===== src/rtl/connect4_pkg.sv =====
// Shared board geometry, FSM state encoding and cell indexing for the
// connect-four move controller.
package connect4_pkg;

  localparam int unsigned COLS   = 7;
  localparam int unsigned ROWS   = 6;
  localparam int unsigned CELLS  = COLS * ROWS;
  localparam int unsigned COL_W  = 3;
  localparam int unsigned ROW_W  = 3;
  localparam int unsigned CELL_W = 6;
  localparam int unsigned MOVE_W = 6;
  localparam int unsigned WAIT_W = 4;

  typedef enum logic [1:0] {
    ST_IDLE  = 2'd0,
    ST_PLACE = 2'd1,
    ST_CHECK = 2'd2,
    ST_OVER  = 2'd3
  } state_e;

  // Flat board bit for a (row, column) pair.
  function automatic logic [CELL_W-1:0] cell_index(input logic [ROW_W-1:0] h,
                                                   input logic [COL_W-1:0] l);
    return CELL_W'(h * COLS + l);
  endfunction

endpackage


===== src/rtl/connect4_move_controller_if.sv =====
// Request/board bus between the front end, the move controller and win_logic.
interface connect4_move_controller_if;
  import connect4_pkg::*;

  logic             new_game;
  logic             move_valid;
  logic [COL_W-1:0] move_col;
  logic             move_ready;
  logic             wongame;
  logic [COL_W-1:0] location;
  logic [ROW_W-1:0] height;
  logic             player;
  logic [CELLS-1:0] player_register;
  logic [CELLS-1:0] onoff_register;
  logic             illegal;
  logic             move_done;
  logic             game_over;
  logic             winner;
  logic             draw;

  modport master (
    output new_game, move_valid, move_col, wongame,
    input  move_ready, location, height, player, player_register,
           onoff_register, illegal, move_done, game_over, winner, draw
  );

  modport slave (
    input  new_game, move_valid, move_col, wongame,
    output move_ready, location, height, player, player_register,
           onoff_register, illegal, move_done, game_over, winner, draw
  );

endinterface


===== src/rtl/column_height_tracker.sv =====
// Per-column fill counters: landing row lookup, full flags, increment and clear.
module column_height_tracker
  import connect4_pkg::*;
(
  input  logic             clk,
  input  logic             rst_n,
  input  logic             clear,
  input  logic             inc,
  input  logic [COL_W-1:0] inc_col,
  input  logic [COL_W-1:0] sel_col,
  output logic [ROW_W-1:0] sel_height_c,
  output logic [COLS-1:0]  full_c
);

  logic [ROW_W-1:0] height_q [COLS];

  always_ff @(posedge clk or negedge rst_n) begin
    if (!rst_n) begin
      height_q <= '{default: '0};
    end else if (clear) begin
      height_q <= '{default: '0};
    end else if (inc && (inc_col < COL_W'(COLS))) begin
      height_q[inc_col] <= height_q[inc_col] + ROW_W'(1);
    end
  end

  for (genvar gi = 0; gi < COLS; gi++) begin : g_full
    assign full_c[gi] = (height_q[gi] == ROW_W'(ROWS));
  end

  // Out-of-range columns read as empty; the controller rejects them anyway.
  always_comb begin
    sel_height_c = '0;
    if (sel_col < COL_W'(COLS)) sel_height_c = height_q[sel_col];
  end

endmodule


===== src/rtl/connect4_move_controller.sv =====
// Move sequencer: accepts column drops, writes the board, waits for win_logic
// to settle, then resolves win / draw / next turn.
module connect4_move_controller
  import connect4_pkg::*;
#(
  parameter int unsigned CHECK_WAIT = 1
) (
  input logic                       clock,
  input logic                       resetn,
  connect4_move_controller_if.slave bus
);

  state_e            state_q, state_d;
  logic [COL_W-1:0]  location_q, location_d;
  logic [ROW_W-1:0]  height_q, height_d;
  logic              player_q, player_d;
  logic [CELLS-1:0]  onoff_q, onoff_d;
  logic [CELLS-1:0]  owner_q, owner_d;
  logic [MOVE_W-1:0] moves_q, moves_d;
  logic [WAIT_W-1:0] wait_q, wait_d;
  logic              illegal_q, illegal_d;
  logic              done_q, done_d;
  logic              over_q, over_d;
  logic              winner_q, winner_d;
  logic              draw_q, draw_d;

  logic              trk_clear, trk_inc;
  logic [ROW_W-1:0]  sel_height_c;
  logic [COLS-1:0]   full_c;
  logic              col_bad_c;
  logic [CELL_W-1:0] cell_c;

  column_height_tracker u_heights (
    .clk          (clock),
    .rst_n        (resetn),
    .clear        (trk_clear),
    .inc          (trk_inc),
    .inc_col      (location_q),
    .sel_col      (bus.move_col),
    .sel_height_c (sel_height_c),
    .full_c       (full_c)
  );

  assign cell_c    = cell_index(height_q, location_q);
  assign col_bad_c = (bus.move_col >= COL_W'(COLS)) ? 1'b1 : full_c[bus.move_col];

  always_ff @(posedge clock or negedge resetn) begin
    if (!resetn) begin
      state_q    <= ST_IDLE;
      location_q <= '0;
      height_q   <= '0;
      player_q   <= 1'b0;
      onoff_q    <= '0;
      owner_q    <= '0;
      moves_q    <= '0;
      wait_q     <= '0;
      illegal_q  <= 1'b0;
      done_q     <= 1'b0;
      over_q     <= 1'b0;
      winner_q   <= 1'b0;
      draw_q     <= 1'b0;
    end else begin
      state_q    <= state_d;
      location_q <= location_d;
      height_q   <= height_d;
      player_q   <= player_d;
      onoff_q    <= onoff_d;
      owner_q    <= owner_d;
      moves_q    <= moves_d;
      wait_q     <= wait_d;
      illegal_q  <= illegal_d;
      done_q     <= done_d;
      over_q     <= over_d;
      winner_q   <= winner_d;
      draw_q     <= draw_d;
    end
  end

  // new_game wins over everything, including a same-cycle request.
  always_comb begin
    state_d    = state_q;
    location_d = location_q;
    height_d   = height_q;
    player_d   = player_q;
    onoff_d    = onoff_q;
    owner_d    = owner_q;
    moves_d    = moves_q;
    wait_d     = wait_q;
    winner_d   = winner_q;
    draw_d     = draw_q;
    illegal_d  = 1'b0;
    done_d     = 1'b0;
    over_d     = 1'b0;
    trk_clear  = 1'b0;
    trk_inc    = 1'b0;

    if (bus.new_game) begin
      state_d    = ST_IDLE;
      location_d = '0;
      height_d   = '0;
      player_d   = 1'b0;
      onoff_d    = '0;
      owner_d    = '0;
      moves_d    = '0;
      wait_d     = '0;
      winner_d   = 1'b0;
      draw_d     = 1'b0;
      trk_clear  = 1'b1;
    end else begin
      unique case (state_q)
        ST_IDLE: begin
          if (bus.move_valid) begin
            if (col_bad_c) begin
              illegal_d = 1'b1;
            end else begin
              location_d = bus.move_col;
              height_d   = sel_height_c;
              state_d    = ST_PLACE;
            end
          end
        end
        ST_PLACE: begin
          onoff_d[cell_c] = 1'b1;
          owner_d[cell_c] = player_q;
          moves_d         = moves_q + MOVE_W'(1);
          wait_d          = WAIT_W'(CHECK_WAIT - 1);
          trk_inc         = 1'b1;
          state_d         = ST_CHECK;
        end
        ST_CHECK: begin
          if (wait_q == '0) begin
            done_d = 1'b1;
            if (bus.wongame) begin
              winner_d = player_q;
              state_d  = ST_OVER;
            end else if (moves_q == MOVE_W'(CELLS)) begin
              draw_d  = 1'b1;
              state_d = ST_OVER;
            end else begin
              player_d = ~player_q;
              state_d  = ST_IDLE;
            end
          end else begin
            wait_d = wait_q - WAIT_W'(1);
          end
        end
        ST_OVER: begin
        end
      endcase
    end

    over_d = (state_d == ST_OVER);
  end

  assign bus.move_ready      = (state_q == ST_IDLE);
  assign bus.location        = location_q;
  assign bus.height          = height_q;
  assign bus.player          = player_q;
  assign bus.player_register = owner_q;
  assign bus.onoff_register  = onoff_q;
  assign bus.illegal         = illegal_q;
  assign bus.move_done       = done_q;
  assign bus.game_over       = over_q;
  assign bus.winner          = winner_q;
  assign bus.draw            = draw_q;

endmodule


===== src/flat_wrapper.sv =====
// flat-port wrapper written by rule: the top's interface ports become plain ports
module connect4_move_controller_flat import connect4_pkg::*;
#(
  parameter int unsigned CHECK_WAIT = 1
)
  (clock, resetn, bus_new_game, bus_move_valid, bus_move_col, bus_wongame, bus_move_ready, bus_location, bus_height, bus_player, bus_player_register, bus_onoff_register, bus_illegal, bus_move_done, bus_game_over, bus_winner, bus_draw);
  connect4_move_controller_if bus_i ();
  input logic clock;
  input logic resetn;
  input wire logic [$bits(bus_i.new_game)-1:0] bus_new_game;
  input wire logic [$bits(bus_i.move_valid)-1:0] bus_move_valid;
  input wire logic [$bits(bus_i.move_col)-1:0] bus_move_col;
  input wire logic [$bits(bus_i.wongame)-1:0] bus_wongame;
  output wire logic [$bits(bus_i.move_ready)-1:0] bus_move_ready;
  output wire logic [$bits(bus_i.location)-1:0] bus_location;
  output wire logic [$bits(bus_i.height)-1:0] bus_height;
  output wire logic [$bits(bus_i.player)-1:0] bus_player;
  output wire logic [$bits(bus_i.player_register)-1:0] bus_player_register;
  output wire logic [$bits(bus_i.onoff_register)-1:0] bus_onoff_register;
  output wire logic [$bits(bus_i.illegal)-1:0] bus_illegal;
  output wire logic [$bits(bus_i.move_done)-1:0] bus_move_done;
  output wire logic [$bits(bus_i.game_over)-1:0] bus_game_over;
  output wire logic [$bits(bus_i.winner)-1:0] bus_winner;
  output wire logic [$bits(bus_i.draw)-1:0] bus_draw;
  assign bus_i.new_game = bus_new_game;
  assign bus_i.move_valid = bus_move_valid;
  assign bus_i.move_col = bus_move_col;
  assign bus_i.wongame = bus_wongame;
  assign bus_move_ready = bus_i.move_ready;
  assign bus_location = bus_i.location;
  assign bus_height = bus_i.height;
  assign bus_player = bus_i.player;
  assign bus_player_register = bus_i.player_register;
  assign bus_onoff_register = bus_i.onoff_register;
  assign bus_illegal = bus_i.illegal;
  assign bus_move_done = bus_i.move_done;
  assign bus_game_over = bus_i.game_over;
  assign bus_winner = bus_i.winner;
  assign bus_draw = bus_i.draw;
  connect4_move_controller #(.CHECK_WAIT(CHECK_WAIT)) u_core (.clock(clock), .resetn(resetn), .bus(bus_i));
endmodule

===== config.mk =====
export PLATFORM = sky130hd
export DESIGN_NAME = connect4_move_controller_flat
export DESIGN_NICKNAME = d
export VERILOG_FILES = /design/src/rtl/connect4_pkg.sv /design/src/rtl/connect4_move_controller_if.sv /design/src/rtl/column_height_tracker.sv /design/src/rtl/connect4_move_controller.sv /design/src/flat_wrapper.sv
export SDC_FILE = /design/constraint.sdc
export NUM_CORES = 1
export LEC_CHECK = 0
export ABC_AREA = 1
export CAP_MARGIN = 20
export CORE_ASPECT_RATIO = 2
export CORE_MARGIN = 4
export CORE_UTILIZATION = 49
export DETAILED_ROUTE_END_ITERATION = 7
export PLACE_DENSITY = 0.8
export SLEW_MARGIN = 15
export SYNTH_ARGS = -nofsm -noshare
export SYNTH_HDL_FRONTEND = slang
export SYNTH_SLANG_ARGS = --single-unit

===== constraint.sdc =====
create_clock -name clock -period 3.1 [get_ports clock]
set_input_delay 0.62 -clock clock [delete_from_list [all_inputs] [get_ports clock]]
set_output_delay 0.62 -clock clock [all_outputs]
set_load 0.05 [all_outputs]

# ---- Word level (Yosys, flattened, before mapping)
# Cells that the tools add are included.
dict set report totals {
  regBits 129
  latchBits 0
  mem_bits_rw 0
  romBits 0
  input_bits 8
  out_inout_bits 97
  wordCells 138
  n_memories 0
}
dict set report classes {
  n_addsub 4
  mul 1
  div_mod_pow 0
  n_lt_le_gt_ge 9
  eq_ne 15
  n_shift 0
  n_mux 66
  n_bitwise 4
  reduce_logical 19
}
# cell n
set ops {}
lappend ops {{42-bit 2-to-1 mux} 4}
lappend ops {{42-bit bitwise mux} 1}
lappend ops {{21-bit 2-to-1 mux} 2}
lappend ops {{3-bit 2-to-1 mux} 14}
lappend ops {{42-bit OR} 1}
lappend ops {{1-bit 2-to-1 mux} 27}
lappend ops {{21-bit bitwise mux} 1}
lappend ops {{3-bit == test, second input constant} 7}
lappend ops {{3-bit binary-select mux with 3-bit select} 2}
lappend ops {{2-bit nonzero test} 8}
lappend ops {{2-bit 2-to-1 mux} 6}
lappend ops {{6-bit 2-to-1 mux} 2}
lappend ops {{3-bit demux with 3-bit select} 1}
lappend ops {{4-bit >= comparator, second input constant} 2}
lappend ops {{4-bit 2-to-1 mux} 2}
lappend ops {{3-bit NOT with 4-bit output} 2}
lappend ops {{4-bit one-hot mux with 2 select lines} 1}
lappend ops {{4-bit AND reduction} 2}
lappend ops {{6-bit by 7-bit less-than comparator with 1-bit output, second input constant} 1}
lappend ops {{6-bit by 1-bit adder with 6-bit output, second input constant} 1}
lappend ops {{6-bit by 3-bit adder with 6-bit output} 1}
lappend ops {{1-bit demux with 6-bit select} 1}
lappend ops {{6-bit == test, second input constant} 1}
lappend ops {{6-bit by 1-bit >= comparator with 1-bit output, second input constant} 1}
lappend ops {{20 further kinds} 27}

# ---- Logic depth before layout (Yosys ltp)
# Gate-level depths: netlist of the first run.
dict set report logic_depth {
  word_depth 9
  ltp_mapped 15
  depth_no_buf 14
}

# ---- Hierarchy
# From an unflattened synthesis of the first run, not the netlist that was laid out.
dict set report hier_totals {
  hier_cells 815
  area_unflattened_um2 6681.4
}
# module n_inst cells_each area_each_um2 seq_area_each_um2
set modules_own_cells {}
lappend modules_own_cells {connect4_move_controller 1 600 5152.4 2702.6}
lappend modules_own_cells {column_height_tracker 1 215 1529.0 525.5}

# ---- Worst setup path before layout of the first run
# OpenSTA, ideal clock, no wires.
dict set report synth_path {
  kind {register -> register}
  start {register u_core.height_q[1], in the netlist u_core.bus.height[1]}
  end {register u_core.owner_q[16], in the netlist u_core.bus.player_register[16]}
  setup_time_ns 0.132
  arrival_ns 3.162
  t_required_ns 2.968
  slack_ns -0.194
  path_stages_with_launch 10
  n_path_buf 1
  synth_period_minus_slack_ns 3.294
  cell_sequence {dfrtp_1 > fa_1 > fa_1 > fa_1 > xor2_1 > inv_2 > buf_1 > nand3_1 > nand2_1 > o21ai_1}
}
dict set report synth_between {
  elab_chain_cells 9
  word_cells_on_any_way 10
  cone_classes {add/sub: 1; mul: 1; order compare: 2; mux: 5; reduce/logical: 1}
}
# element line
set synth_lines {}
lappend synth_lines {{from (decl)} connect4_move_controller.sv:15} ;# logic [ROW_W-1:0] height_q, height_d;
lappend synth_lines {{from (signal assigned)} connect4_move_controller.sv:65} ;# height_q <= height_d;
lappend synth_lines {{3-bit by 3-bit multiplier with 6-bit output (*)} connect4_pkg.sv:24} ;# return CELL_W'(h * COLS + l);
lappend synth_lines {{6-bit by 3-bit adder with 6-bit output (*)} connect4_pkg.sv:24}
lappend synth_lines {{6-bit by 7-bit less-than comparator with 1-bit output (not written as such) or 6-bit by 1-bit >= comparator with 1-bit output (tied branches)} connect4_move_controller.sv:124} ;# owner_d[cell_c] = player_q;
lappend synth_lines {{1-bit logical AND (not written as such)} connect4_move_controller.sv:124}
lappend synth_lines {{1-bit 2-to-1 mux (not written as such)} connect4_move_controller.sv:124}
lappend synth_lines {{1-bit demux with 6-bit select (*)} --}
lappend synth_lines {{42-bit bitwise mux (*)} connect4_move_controller.sv:124}
lappend synth_lines {{42-bit 2-to-1 mux (*)} connect4_move_controller.sv:110} ;# unique case (state_q)
lappend synth_lines {{42-bit 2-to-1 mux (*)} connect4_move_controller.sv:97} ;# if (bus.new_game) begin
lappend synth_lines {{to (signal assigned)} connect4_move_controller.sv:68} ;# owner_q <= owner_d;
lappend synth_lines {{to (decl)} connect4_move_controller.sv:18} ;# logic [CELLS-1:0] owner_q, owner_d;
# Every way passes the cells marked *; elsewhere a longest branch is shown, timed or not. The select of a mux whose other input is x is not followed.
# A chain may end at the register's enable or synchronous reset.

# ---- Worst setup path in the final report of the first run
dict set report layout_path {
  start {register u_core.height_q[0], in the netlist u_core.bus.height[0]}
  end {register u_core.owner_q[34], in the netlist u_core.bus.player_register[34]}
}
# The elaborated chain is that of the path after synthesis.

==> results by group, run 1 <==
Outcome
  • Status: completed

Floorplan
  • Die H: 171.5 um
  • Die ar.: 15,400 um2
  • Initial core utilization: 0.5014
  • Die Wd: 89.76 um
  • Row count: 59
  • Total core area: 13,070 um2
  • Boundary pin count: 105

Timing
  • F_max: 0.3367 GHz
  • # setup viols final: 0
  • Final setup TNS: 0 ns
  • Minimum clock period: 2.970 ns
  • Slew HR: 0.6121
  • Final worst-path setup slack: 0.1304 ns
  • Final Max Slew Viols: 0
  • Final hold violations: 0
  • Worst Skew: 0.007368 ns
  • Tcrit/Tclk final: 0.9579
  • Worst Tran Pin Value: 0.5819 ns
  • RSZ-0062 raised after global routing: false

Synth
  • Netlist cell types: 35
  • Post-synthesis sequential area ratio: 0.4927
  • Top FF cell, synth: dfrtp_1
  • Post-synth top area cell: dfrtp_1
  • Mapped Cells: 823
  • Syn_area_per_cell: 7.960 um2
  • Post-Syn Area: 6551 um2
  • Synth top cells by count: 176 x nand2_1, 140 x inv_1, 129 x dfrtp_1
  • Top-count cell post-synth: nand2_1
  • Yosys warning count: 0
  • Synth area leaders: dfrtp_1 49%, nand2_1 10%, inv_1 8.0%
  • Post-synth EDFFs: 0
  • Fraction of registers with async set/reset: 1.000
  • Post-synth top area share: 0.4927
  • FF+latch count, synth: 129
  • Mapped Nets: 850

Worst setup path
  • Worst reg-to-reg setup slack: 0.13 ns
  • Kind of critical path: reg2reg
  • Worst R2R End: u_core.bus.player_register[34]
  • Critical-path cell list: fa_1 -> fa_2 -> fa_2 -> inv_1 -> nand2_1 -> nor2_2 -> nand3_1 -> nand2_1 -> o21ai_1
  • RR Startpoint: u_core.bus.height[0]
  • CP endpoint kind: flop
  • Worst EP required: 3.39 ns
  • CP max stage delay: 0.58 ns
  • Top delay family on crit path: adder cells
  • WP buf/inv: 1
  • Crit-path slowest cell: fa_2
  • Critical Path AT: 3.26 ns
  • R2R depth: 9
  • Setup crit start kind: flop
  • CP max FO: 5

GRT
  • Gr ovfl total: 0
  • Vias in the first global route: 6,050
  • GR Util All Layers: 0.2373
  • Antenna violations before repair: 0
  • First-pass GRT wire length: 28,620 um
  • Largest net degree at the start of global routing: 75

Final layout
  • Final antenna diode count: 0
  • Layout Cells excl Fill: 1,105
  • Fin nets: 967
  • Area growth from synthesis to layout: 30.52%
  • Share of layout cells above drive strength 1: 0.09969
  • Post-Route Utilization: 0.6544

Job
  • Max-Cap Viols: 0

Clocking
  • Root buffer cell: clkbuf_16
  • Worst-Skew Late Latency: 0.41 ns
  • Clock Tree Buf Depth: 2
  • Clock slew at reported path FFs: 0.06 ns
  • CTS tree: yes
  • Sink Count: 129
  • Cts bufs inserted: 17
  • Post-CTS setup buffer count: 0
  • H-tree Lvls: 4
  • Hold_buf cts: 0

Placement
  • I/O Buffers: 104
  • Post-Place Cells: 1,073
  • GP Congestion: 1.052
  • Pre-CTS WS: 0.01812 ns
  • DPL Wire Length: 13,050 um

Drt
  • Avg Vias per Cell: 5.377
  • Total Wirelength: 18,030 um
  • Wirelength per Cell: 16.32 um
  • DR pass1 iterations: 5
  • Vias: 5,942
  • Antenna Violating Nets Remaining: 0
  • Residual DRC count: 0
  • Initial DRC Count: 340

Power and ir drop
  • PnR Total Power: 4.290 mW
  • Leakage: 3.923 nW
  • Peak supply drop: 0.0004002 V
  • Power Dens Cells: 501.7 nW/um2

Worst hold path
  • Hold WC Path Type: in2async
-- logic make-up (layout without fill, tap and decap cells) --
| kind of cell | count (synthesis) | in the layout | share of synthesized area |
|---|---|---|---|
| buffers and inverters | 172 | 302 | 0.1029 |
| flip-flops | 129 | 129 | 0.4927 |
| adder cells (fa/ha/maj) | 19 | 19 | 0.04087 |
| AND/OR/NAND/NOR | 368 | 368 | 0.2494 |
| AO/OA/AOI/OAI | 133 | 133 | 0.1113 |
| XOR/XNOR | 2 | 2 | 0.002674 |
-- placed cells by master, fill, tap and decap left out, drive strengths merged, types with 4 or more instances in the layout --
cell           count
a21oi             55
a22o               7
buf               24
bufinv             4
clkbuf            20
clkdlybuf4s50    102
clkinv             6
dfrtp            129
fa                 4
ha                15
inv              144
nand2            181
nand3             84
nand4             14
nor2              82
nor3               4
o211ai             7
o21ai             57
o22ai              4
-- state kept, by name (all words and copies together) (netlist names), 2 cells and up --
signal                      cells
u_core.wait_q                   4
u_core.bus.height               3
u_core.bus.player_register     42
u_core.bus.onoff_register      42
u_core.bus.location             3
u_core.state_q                  2
u_core.moves_q                  6
u_core.u_heights.height_q      21
-- final cells by class --
cell class	instances	area (um2)
inverters	144	540.5
well taps	152	190.2
clock inverters	12	180.2
fillers	1056	4516
repair buffers	126	1256
multi-input cells	522	2695
flip-flops and latches	129	3232
clock buffers	20	456.7
-- what timing repair did --
item / in CTS / in global routing
setup endpoints to repair: 2 / 39
gates resized for setup: 2 / 9
pin swaps: 1 / 2
-- per-stage QoR --
stage	instance area, um2	hold slack, ns
after global placement	7868	0.4645
final	8551	0.2111
after detailed placement	7868	0.4665
after floorplan	6555	0.3244
after CTS	8511	0.2226
after global routing	8551	0.2308
-- worst register-to-register path: stages, from the launching register on --
cell     delay [ns]
dfrtp_2        0.41
fa_1           0.51
fa_2           0.58
fa_2           0.46
inv_1          0.09
nand2_1        0.08
nor2_2         0.38
nand3_1        0.21
nand2_1        0.09
o21ai_1        0.06
-- per-layer routing --
metal,up-vias,track usage,wire [um]
met2,207,0.4554,10050
met3,72,0.04464,665
met4,0,0.1822,1199
met5,-,0,0
met1,2816,0.2177,6121
li1,2847,-,-
-- where the power goes --
| part | internal (mW) | switching (mW) |
|---|---|---|
| sequential | 1.70 | 0.0195 |
| combinational | 0.118 | 0.309 |
| clock | 1.39 | 0.748 |
-- worst max-delay path by stage --
stage | start | end | cells after the start
after floorplan | u_core.bus.height[0] | u_core.bus.player_register[16] | 9
after global placement | u_core.bus.height[0] | u_core.bus.player_register[14] | 8
after detailed placement | u_core.bus.height[0] | u_core.bus.player_register[14] | 8
after CTS | u_core.bus.height[0] | u_core.bus.onoff_register[17] | 8
after global routing | u_core.bus.height[0] | u_core.bus.player_register[5] | 14
final | u_core.bus.height[0] | u_core.bus.player_register[34] | 9
No activity file was read; power rests on OpenSTA's default activity.
==> run 2, diff against run 1 <==
--- a/config.mk
+++ b/config.mk
@@ -10,6 +10,7 @@
 export CORE_ASPECT_RATIO = 2
 export CORE_MARGIN = 4
 export CORE_UTILIZATION = 49
+export CTS_CLUSTER_DIAMETER = 150
 export DETAILED_ROUTE_END_ITERATION = 7
 export PLACE_DENSITY = 0.8
 export SLEW_MARGIN = 15
==> results of run 2 <==
Final layout, timing and power as in run 1 (identical DEF).
==> run 3, diff against run 2 <==
==> constraint.sdc (replaced) <==
create_clock -name clock -period 3.1 [get_ports clock]
set_input_delay 0.62 -clock clock [delete_from_list [all_inputs] [get_ports clock]]
set_output_delay 0.62 -clock clock [all_outputs]
set_load 0.01 [all_outputs]
==> run 3 against run 2 <==
- setup slack got worse by 0.021 ns
- sequential power about the same
- sequential share of layout area decreased by 0.56 points
- combinational power down 3%
- first-iteration DRC count grew 33%
- sequential cell count did not move
- clock power decreased by 10%
- hold slack gained 0.089 ns
- highest routed layer unchanged
==> results by group, run 3 (synthesized netlist as in run 1, its figures left out) <==
Power and ir drop
  • Sw Ratio: 0.2859
  • Peak supply drop: 0.0004322 V
  • Power Dens Cells: 467.5 nW/um2
  • Seq pwr share: 0.425
  • PnR Total Power: 4.052 mW
  • Clk network pwr share: 0.473
  • Internal power: 2.893 mW
  • Comb pwr share: 0.102
  • Psw: 1.159 mW
  • Leakage: 3.947 nW

Drt
  • Residual DRC count: 0
  • DR pass1 iterations: 4
  • Vias: 5,990
  • Antenna Violating Nets Remaining: 0
  • Total Wirelength: 18,630 um
  • Wirelength per Cell: 16.76 um
  • Avg Vias per Cell: 5.392
  • Initial DRC Count: 451

Placement
  • Dpl cell area: 7884 um2
  • DPL Wire Length: 13,040 um
  • Pre-CTS WS: 0.06319 ns
  • I/O Buffers: 104
  • GP Congestion: 0.9828

Clocking
  • Clock Tree Buf Depth: 2
  • CTS tree: yes
  • Clock slew at reported path FFs: 0.07 ns
  • Root buffer cell: clkbuf_16
  • H-tree Lvls: 4
  • Worst-Skew Late Latency: 0.43 ns
  • Hold_buf cts: 0
  • Cts bufs inserted: 17
  • Sink Count: 129

Timing
  • Final Max Slew Viols: 0
  • Final worst-path setup slack: 0.1089 ns
  • Worst Skew: 0.008464 ns
  • # setup viols final: 0
  • Final hold violations: 0
  • RSZ-0062 raised after global routing: true
  • Minimum clock period: 2.991 ns
  • Worst Tran Pin Value: 0.8807 ns
  • Tcrit/Tclk final: 0.9649
  • Slew HR: 0.4128
  • F_max: 0.3343 GHz
  • Final setup TNS: 0 ns

Job
  • Max-Cap Viols: 0

Worst setup path
  • Critical Path AT: 3.28 ns
  • CP max FO: 11
  • Kind of critical path: reg2reg
  • Worst EP required: 3.39 ns
  • CP endpoint kind: flop
  • Setup crit start kind: flop

Final layout
  • Commonest non-fill, non-tap cells in the layout: 171 x nand2_1, 140 x inv_1, 129 x dfrtp_1
  • Area growth from synthesis to layout: 32.31%
  • Share of layout cells above drive strength 1: 0.1210
  • Post-Route Utilization: 0.6634
  • Leading cell type in the layout, fill and taps excluded: nand2_1
  • Final Cell Area: 8668 um2
  • Final antenna diode count: 0
  • Fin nets: 973

GRT
  • Grt peak-use layer: met2
  • Met2 Use GR: 0.4692
  • Met1 GRT Util: 0.2340
  • Antenna violations before repair: 0
  • GR Util All Layers: 0.2418
  • Met3 usage: 0.04464
  • Largest net degree at the start of global routing: 69
  • Gr ovfl total: 0
  • Vias in the first global route: 5,977
  • First-pass GRT wire length: 29,290 um

Floorplan
  • Die Wd: 89.76 um
  • Row count: 59
  • Boundary pin count: 105
  • Initial core utilization: 0.5014
  • Total core area: 13,070 um2
  • Die ar.: 15,400 um2
  • Die H: 171.5 um

Worst hold path
  • Hold WC Path Type: in2async

Outcome
  • Status: completed
==> run 3: final cells by class <==
type                    count  area (um2)
multi-input cells         522        2793
inverters                 144       540.5
clock inverters            15       142.6
clock buffers              17       425.4
well taps                 152       190.2
flip-flops and latches    129        3228
repair buffers            132        1349
fillers                  1010        4398
==> run 3: what timing repair did <==
item                       CTS  global route
cloned                       0             2
resized for setup            1            31
setup endpoints to repair    1            57
setup buffers                0             3
pin swaps                    1             7
==> run 3: power by group through the flow <==
stage | Combinational [mW] | Sequential (mW) | Clock (mW)
after floorplan | 0.211 | 1.75 | 0
after global placement | 0.375 | 1.75 | 0
after detailed placement | 0.378 | 1.75 | 0
after CTS | 0.384 | 1.72 | 1.93
after global routing | 0.452 | 1.72 | 2.01
final | 0.413 | 1.72 | 1.92
==> run 3: metal layers <==
metal / vias up / routed length [um]
met5: - / 0
li1: 2867 / -
met3: 68 / 783
met2: 225 / 10540
met1: 2830 / 6387
met4: 0 / 911
==> run 3: path summary, 6_finish.rpt <==
kind | start | endpoint | slack [ns] | cells past startpoint
setup / recovery | u_core.bus.height[2] | u_core.bus.player_register[37] | 0.11 | 12
hold / removal | resetn | u_core.bus.player_register[9] | 0.30 | 1
setup reg to reg | u_core.bus.height[2] | u_core.bus.player_register[37] | 0.11 | 12
hold reg to reg | u_core.u_heights.height_q[3] | u_core.u_heights.height_q[3] | 0.48 | 2
max in group asynchronous | resetn | u_core.u_heights.height_q[13] | 2.00 | 2
min in group clock | u_core.u_heights.height_q[3] | u_core.u_heights.height_q[3] | 0.48 | 2
==> run 3: critical path, stage by stage, from the launching register on <==
cell and delay, ns:
dfrtp_1 0.42, fa_1 0.59, fa_1 0.47, buf_4 0.16, ha_2 0.32, nand3_4 0.09, nand3_1 0.13, nand2_2 0.09
nor2_1 0.14, buf_6 0.17, nand3_2 0.13, nand2_1 0.09, o21ai_1 0.06
==> run 3: through the flow <==
stage / cells / hold slack, ns
final: 1111 / 0.2996
after detailed placement: 1074 / 0.4674
after CTS: 1106 / 0.3379
after global routing: 1111 / 0.3699
after floorplan: 823 / 0.3244
after global placement: 1074 / 0.4646
